### config.mk
export PLATFORM = sky130hd
export DESIGN_NAME = keypad_scanner_flat
export DESIGN_NICKNAME = d
export VERILOG_FILES = /design/src/rtl/keypad_scanner_if.sv /design/src/rtl/keypad_scanner.sv /design/src/flat_wrapper.sv
export SDC_FILE = /design/constraint.sdc
export NUM_CORES = 1
export LEC_CHECK = 0
export CORE_ASPECT_RATIO = 1.25
export CORE_MARGIN = 2
export CORE_UTILIZATION = 26
export CTS_CLUSTER_SIZE = 25
export DETAILED_ROUTE_END_ITERATION = 7
export PLACE_DENSITY = 0.53
export SYNTH_ARGS = -nofsm -noshare
export SYNTH_HDL_FRONTEND = slang
export SYNTH_SLANG_ARGS = --single-unit
### constraint.sdc
create_clock -name clk_i -period 6.81 [get_ports clk_i]
set_input_delay 1.0215 -clock clk_i [delete_from_list [all_inputs] [get_ports clk_i]]
set_output_delay 1.0215 -clock clk_i [all_outputs]
set_load 0.01 [all_outputs]
### src/rtl/keypad_scanner_if.sv
// keypad_scanner_if
//   Groups the keypad matrix pins and the key-code outputs of keypad_scanner.
//   Signals:
//     rows_i        : row returns from the keypad, active-low (asynchronous)
//     cols_o        : column drives, active-low, at most one low at a time
//     key_value_o   : last accepted key code
//     key_pressed_o : high while a debounced key is held
//     key_valid_o   : one-cycle pulse on each newly accepted press
//   Modports:
//     master : the scanner (drives columns and key outputs, reads rows)
//     slave  : the keypad/decoder side (drives rows, reads the rest)
interface keypad_scanner_if;
    logic [3:0] rows_i;
    logic [3:0] cols_o;
    logic [3:0] key_value_o;
    logic       key_pressed_o;
    logic       key_valid_o;

    modport master (
        input  rows_i,
        output cols_o,
        output key_value_o,
        output key_pressed_o,
        output key_valid_o
    );

    modport slave (
        output rows_i,
        input  cols_o,
        input  key_value_o,
        input  key_pressed_o,
        input  key_valid_o
    );
endinterface

### src/rtl/keypad_scanner.sv
// keypad_scanner
//   Scans a 4x4 keypad one column at a time, synchronizes and debounces the
//   row returns, and presents a stable 4-bit key code with a one-cycle strobe
//   on each accepted press.
//   Parameters:
//     SETTLE_CYCLES  : clocks each column is driven before sampling (>= 4)
//     DEBOUNCE_SCANS : identical full scans needed to accept a change (>= 1)
//   Ports:
//     clk_i : system clock
//     rst_i : synchronous active-high reset
//     kp    : keypad_scanner_if.master (rows in; columns and key outputs out)
module keypad_scanner #(
    parameter int SETTLE_CYCLES  = 8,
    parameter int DEBOUNCE_SCANS = 3
) (
    input logic              clk_i,
    input logic              rst_i,
    keypad_scanner_if.master kp
);

    localparam int WIN_W = $clog2(SETTLE_CYCLES);
    localparam int CNT_W = $clog2(DEBOUNCE_SCANS + 1);
    localparam logic [WIN_W-1:0] WIN_LAST = WIN_W'(SETTLE_CYCLES - 1);
    localparam logic [CNT_W-1:0] CNT_MAX  = CNT_W'(DEBOUNCE_SCANS);

    typedef enum logic [1:0] {
        RES_NONE,
        RES_KEY,
        RES_MULTI
    } scan_res_t;

    // Key legend for capture bit index {col, row}.
    function automatic logic [3:0] key_code(input logic [3:0] idx);
        logic [3:0] code;
        unique case ({idx[1:0], idx[3:2]})   // {row, col}
            4'b00_00: code = 4'h1;
            4'b00_01: code = 4'h2;
            4'b00_10: code = 4'h3;
            4'b00_11: code = 4'hA;
            4'b01_00: code = 4'h4;
            4'b01_01: code = 4'h5;
            4'b01_10: code = 4'h6;
            4'b01_11: code = 4'hB;
            4'b10_00: code = 4'h7;
            4'b10_01: code = 4'h8;
            4'b10_10: code = 4'h9;
            4'b10_11: code = 4'hC;
            4'b11_00: code = 4'h0;
            4'b11_01: code = 4'hF;
            4'b11_10: code = 4'hE;
            default:  code = 4'hD;
        endcase
        return code;
    endfunction

    function automatic logic [4:0] popcount16(input logic [15:0] bits);
        logic [4:0] sum;
        sum = '0;
        for (int i = 0; i < 16; i++) begin
            sum = sum + 5'(bits[i]);
        end
        return sum;
    endfunction

    // With exactly one bit set the OR collapses to that key's code;
    // with none set it yields 0, which is also the NONE candidate code.
    function automatic logic [3:0] single_code(input logic [15:0] bits);
        logic [3:0] code;
        code = '0;
        for (int i = 0; i < 16; i++) begin
            if (bits[i]) begin
                code = code | key_code(4'(i));
            end
        end
        return code;
    endfunction

    logic [3:0]       rows_meta;
    logic [3:0]       rows_s;
    logic [WIN_W-1:0] win;
    logic [1:0]       col;
    logic [15:0]      cap;          // bit {col, row} = key seen pressed

    logic             cand_key;     // 0 = NONE, 1 = KEY(cand_code)
    logic [3:0]       cand_code;
    logic [CNT_W-1:0] cnt;
    logic [3:0]       key_value;
    logic             pressed;
    logic             valid;

    logic             window_end;
    logic             scan_end;
    logic [15:0]      scan_bits;
    logic [4:0]       ones;
    scan_res_t        res;
    logic [3:0]       res_code;
    logic             same;

    logic             cand_key_nxt;
    logic [3:0]       cand_code_nxt;
    logic [CNT_W-1:0] cnt_nxt;
    logic [3:0]       key_value_nxt;
    logic             pressed_nxt;
    logic             valid_nxt;

    assign window_end = (win == WIN_LAST);
    assign scan_end   = window_end && (col == 2'd3);

    // Column 3 is captured on the same edge the scan is judged, so its
    // bits come straight from the synchronizer instead of the capture reg.
    assign scan_bits  = {~rows_s, cap[11:0]};
    assign ones       = popcount16(scan_bits);
    assign res_code   = single_code(scan_bits);

    always_comb begin
        res = RES_MULTI;
        if (ones == 5'd0) begin
            res = RES_NONE;
        end else if (ones == 5'd1) begin
            res = RES_KEY;
        end
    end

    assign same = (res != RES_MULTI) && ((res == RES_KEY) == cand_key) &&
                  (res_code == cand_code);

    always_comb begin
        cand_key_nxt  = cand_key;
        cand_code_nxt = cand_code;
        cnt_nxt       = cnt;
        key_value_nxt = key_value;
        pressed_nxt   = pressed;
        valid_nxt     = 1'b0;
        if (scan_end) begin
            if (res == RES_MULTI) begin
                cand_key_nxt  = 1'b0;
                cand_code_nxt = '0;
                cnt_nxt       = '0;
            end else begin
                if (same) begin
                    if (cnt != CNT_MAX) begin
                        cnt_nxt = cnt + CNT_W'(1);
                    end
                end else begin
                    cand_key_nxt  = (res == RES_KEY);
                    cand_code_nxt = res_code;
                    cnt_nxt       = CNT_W'(1);
                end
                // Fire only on the scan that brings the count to the limit;
                // a result already saturated does not accept again.
                if ((cnt_nxt == CNT_MAX) && !(same && (cnt == CNT_MAX))) begin
                    if (res == RES_KEY) begin
                        if (!pressed || (res_code != key_value)) begin
                            key_value_nxt = res_code;
                            pressed_nxt   = 1'b1;
                            valid_nxt     = 1'b1;
                        end
                    end else begin
                        pressed_nxt = 1'b0;
                    end
                end
            end
        end
    end

    always_ff @(posedge clk_i) begin
        if (rst_i) begin
            rows_meta <= '0;
            rows_s    <= '0;
            win       <= '0;
            col       <= '0;
            cap       <= '0;
            cand_key  <= 1'b0;
            cand_code <= '0;
            cnt       <= '0;
            key_value <= '0;
            pressed   <= 1'b0;
            valid     <= 1'b0;
        end else begin
            rows_meta <= kp.rows_i;
            rows_s    <= rows_meta;
            if (window_end) begin
                win                     <= '0;
                col                     <= col + 2'd1;
                cap[{col, 2'b00} +: 4]  <= ~rows_s;
            end else begin
                win <= win + WIN_W'(1);
            end
            cand_key  <= cand_key_nxt;
            cand_code <= cand_code_nxt;
            cnt       <= cnt_nxt;
            key_value <= key_value_nxt;
            pressed   <= pressed_nxt;
            valid     <= valid_nxt;
        end
    end

    assign kp.cols_o        = ~(4'b0001 << col);
    assign kp.key_value_o   = key_value;
    assign kp.key_pressed_o = pressed;
    assign kp.key_valid_o   = valid;

endmodule

### src/flat_wrapper.sv
// flat-port wrapper written by rule: the top's interface ports become plain ports
module keypad_scanner_flat 
#(
    parameter int SETTLE_CYCLES  = 8,
    parameter int DEBOUNCE_SCANS = 3
)
  (clk_i, rst_i, kp_rows_i, kp_cols_o, kp_key_value_o, kp_key_pressed_o, kp_key_valid_o);
  keypad_scanner_if kp_i ();
  input logic clk_i;
  input logic rst_i;
  input wire logic [$bits(kp_i.rows_i)-1:0] kp_rows_i;
  output wire logic [$bits(kp_i.cols_o)-1:0] kp_cols_o;
  output wire logic [$bits(kp_i.key_value_o)-1:0] kp_key_value_o;
  output wire logic [$bits(kp_i.key_pressed_o)-1:0] kp_key_pressed_o;
  output wire logic [$bits(kp_i.key_valid_o)-1:0] kp_key_valid_o;
  assign kp_i.rows_i = kp_rows_i;
  assign kp_cols_o = kp_i.cols_o;
  assign kp_key_value_o = kp_i.key_value_o;
  assign kp_key_pressed_o = kp_i.key_pressed_o;
  assign kp_key_valid_o = kp_i.key_valid_o;
  keypad_scanner #(.SETTLE_CYCLES(SETTLE_CYCLES), .DEBOUNCE_SCANS(DEBOUNCE_SCANS)) u_core (.clk_i(clk_i), .rst_i(rst_i), .kp(kp_i));
endmodule
==> impl_metrics.ini <==
[synth]
yosysTopAreaCell = dfxtp_1
synth.distinct_cells = 45
synth_top_area_share_pct = 35.0
ys_warn_count = 0
synth_ff_type = dfxtp_1
syn-cell-area_mm2 = 0.00218
ys_seq_elements = 38
synth_seq_area_share_pct = 35.0
synthCells = 246
post_synth_main_area_contributors = dfxtp_1 35%, fa_1 9.2%, ha_1 7.5%
syn-num-nets = 275
synth_async_sr_flop_share_pct = 0
avgSynthCellArea_um2 = 8.84
synth_edf_count = 0

[power]
p_leak_uw = 0.000982
power.density_mw_per_mm2 = 193
power_uw = 499
max-vdd-ir-drop_v = 0.0000697

[sta]
slew_headroom_pct = 59.0
fin_crit_sh_pct = 76.9
fin_setup_tns_ns = 0
max_freq_mhz = 191
final-max-slew-violation-count = 0
fin_crit_ns = 5.24
setup_viol = 0
skew_ns = 0.00608
grt_setup_unrepaired = no
finalHoldViolCount = 0
tightest_slew_ns = 0.606

[placement]
hpwl_um = 3310
port_buffers = 15
placed_area_mm2 = 0.00244
gp_congestion = 0.841
dp.cells = 354

[die]
io_pins = 16
fp-row-count = 37
start_util_pct = 26.6
coreArea_mm2 = 0.00819
die_area_mm2 = 0.00912
die_h_um = 106
die_w_um = 85.8

[global_routing]
grt_antenna_before_repair = 0
grt_max_degree = 41
overflow = 0
grt_pass1_vias = 1593
grt_pass1_wl_um = 7480
grt_usage_pct = 10.4

[layout]
final_core_util_pct = 31.5
design_area_mm2 = 0.00258
syn2layout_area_growth_pct = 18.5
diodes = 0
finalNetCount = 293
final_common_cell = dfxtp_1
drive_above_1_share_pct = 7.92
fillers = 865
final_cells = 362
final_cell_mix = 38 x dfxtp_1, 37 x nor2_1, 32 x inv_1

[clock_tree]
cts_buffer_depth = 2
cts_root_buf = clkbuf_8
clk_pin_slew_ns = 0.08
cts_buffers = 5
cts_hold_buf = 0
cts_tree = built
htree_levels = 2
cts.sinks = 38
insertion_delay_ns = 0.29
postCtsSetupRepairBufs = 0
cts_resized = 0

[routing]
vias_per_cell = 4.71
drt-initial-drc-count = 53
wl_um = 4390
drt_pass1_iterations = 6
vias = 1706
wl_per_cell_um = 12.1
drcViolationCount = 0
ant_nets = 0

[critical_path]
worstPathRequired_ns = 6.99
start_kind = flop
crit_fanout = 5
cp.arrival_ns = 5.42
critPathCaptureType = flop
crit_type = flop to flop

[job]
maxCapViolCount = 0

[worst_hold_path]
holdCritPathClass = flop to flop

[status]
status = completed
[where the power goes]
group	switching, µW	internal, µW
registers	3.10	226
clock network	82.7	156
logic	16.9	13.8
[metrics by stage]
| step | worst slack [ns] | hold WS (ns) |
|---|---|---|
| floorplan | 1.85 | 0.404 |
| global placement | 1.70 | 0.413 |
| detailed placement | 1.59 | 0.420 |
| CTS | 1.58 | 0.440 |
| global route | 1.34 | 0.453 |
| finish | 1.57 | 0.441 |
[cell usage after synthesis (2+ instances only)]
cell type	number
o41ai_1	2
o32ai_1	5
a21oi_1	17
nor2_1	37
dfxtp_1	38
inv_1	32
nand4b_1	2
nor4_1	3
ha_1	13
o31a_1	2
nand2_1	15
nand3_1	5
nand2b_1	3
mux2_4	3
clkbuf_1	3
nor3_1	4
buf_1	2
nor2b_1	12
fa_1	10
nor3b_1	2
and2_1	4
xnor2_1	7
o21ai_0	3
[per-layer routing]
metal	vias up	part of all wire [%]	GRT usage, %
li1	862	-	-
met1	806	47	12.7
met2	32	48	17.5
met3	6	3.4	2.72
met4	0	1.4	3.40
met5	-	0	0
[final timing paths]
| kind | endpoint | cells after the start | slack (ns) | startpoint |
|---|---|---|---|---|
| worst max-delay path | u_core.kp.key_value_o[2] | 15 | 1.57 | u_core.cap[0] |
| worst min-delay path | u_core.rows_s[1] | 1 | 0.44 | u_core.rows_meta[1] |
| worst max register to register | u_core.kp.key_value_o[2] | 15 | 1.57 | u_core.cap[0] |
| worst min register to register | u_core.rows_s[1] | 1 | 0.44 | u_core.rows_meta[1] |
[cells by family after synthesis]
family	Yosys count	synth area share [%]
AOI/OAI and AO/OA	40	13.3
and+or+nand+nor	98	23.8
DFF	38	35.0
xor gates and xnor gates	7	2.82
adders and majority gates	23	16.7
buffers and inverters	37	6.38
muxes	3	2.07
[critical path: stages, from the launching register on]
cell	delay, ns
dfxtp_1	0.41
ha_1	0.27
fa_1	0.51
fa_1	0.44
fa_1	0.51
inv_1	0.05
fa_1	0.44
fa_1	0.37
inv_1	0.09
fa_1	0.42
nor3_1	0.18
o21ai_0	0.15
nor2_1	0.32
nand2_1	0.12
or4_4	0.54
o311a_1	0.31
[layout make-up]
type,count,area (µm²),area share [%]
clock inverters,2,60.1,2.33
multi-input cells,171,1280,49.5
inverters,32,120,4.66
clock buffers,6,82.6,3.20
repair buffers,16,158,6.11
flip-flops and latches,38,761,29.5
well taps,97,121,4.71
[registers in the layout, indices dropped and copies added, names as in the netlist]
name,count
u_core.win,3
u_core.rows_meta,4
u_core.kp.key_value_o,4
u_core.cand_key,1
u_core.rows_s,4
u_core.col,2
u_core.cap,12
u_core.cnt,2
u_core.kp.key_valid_o,1
u_core.kp.key_pressed_o,1
u_core.cand_code,4
Power figures use the tool's default switching activity.
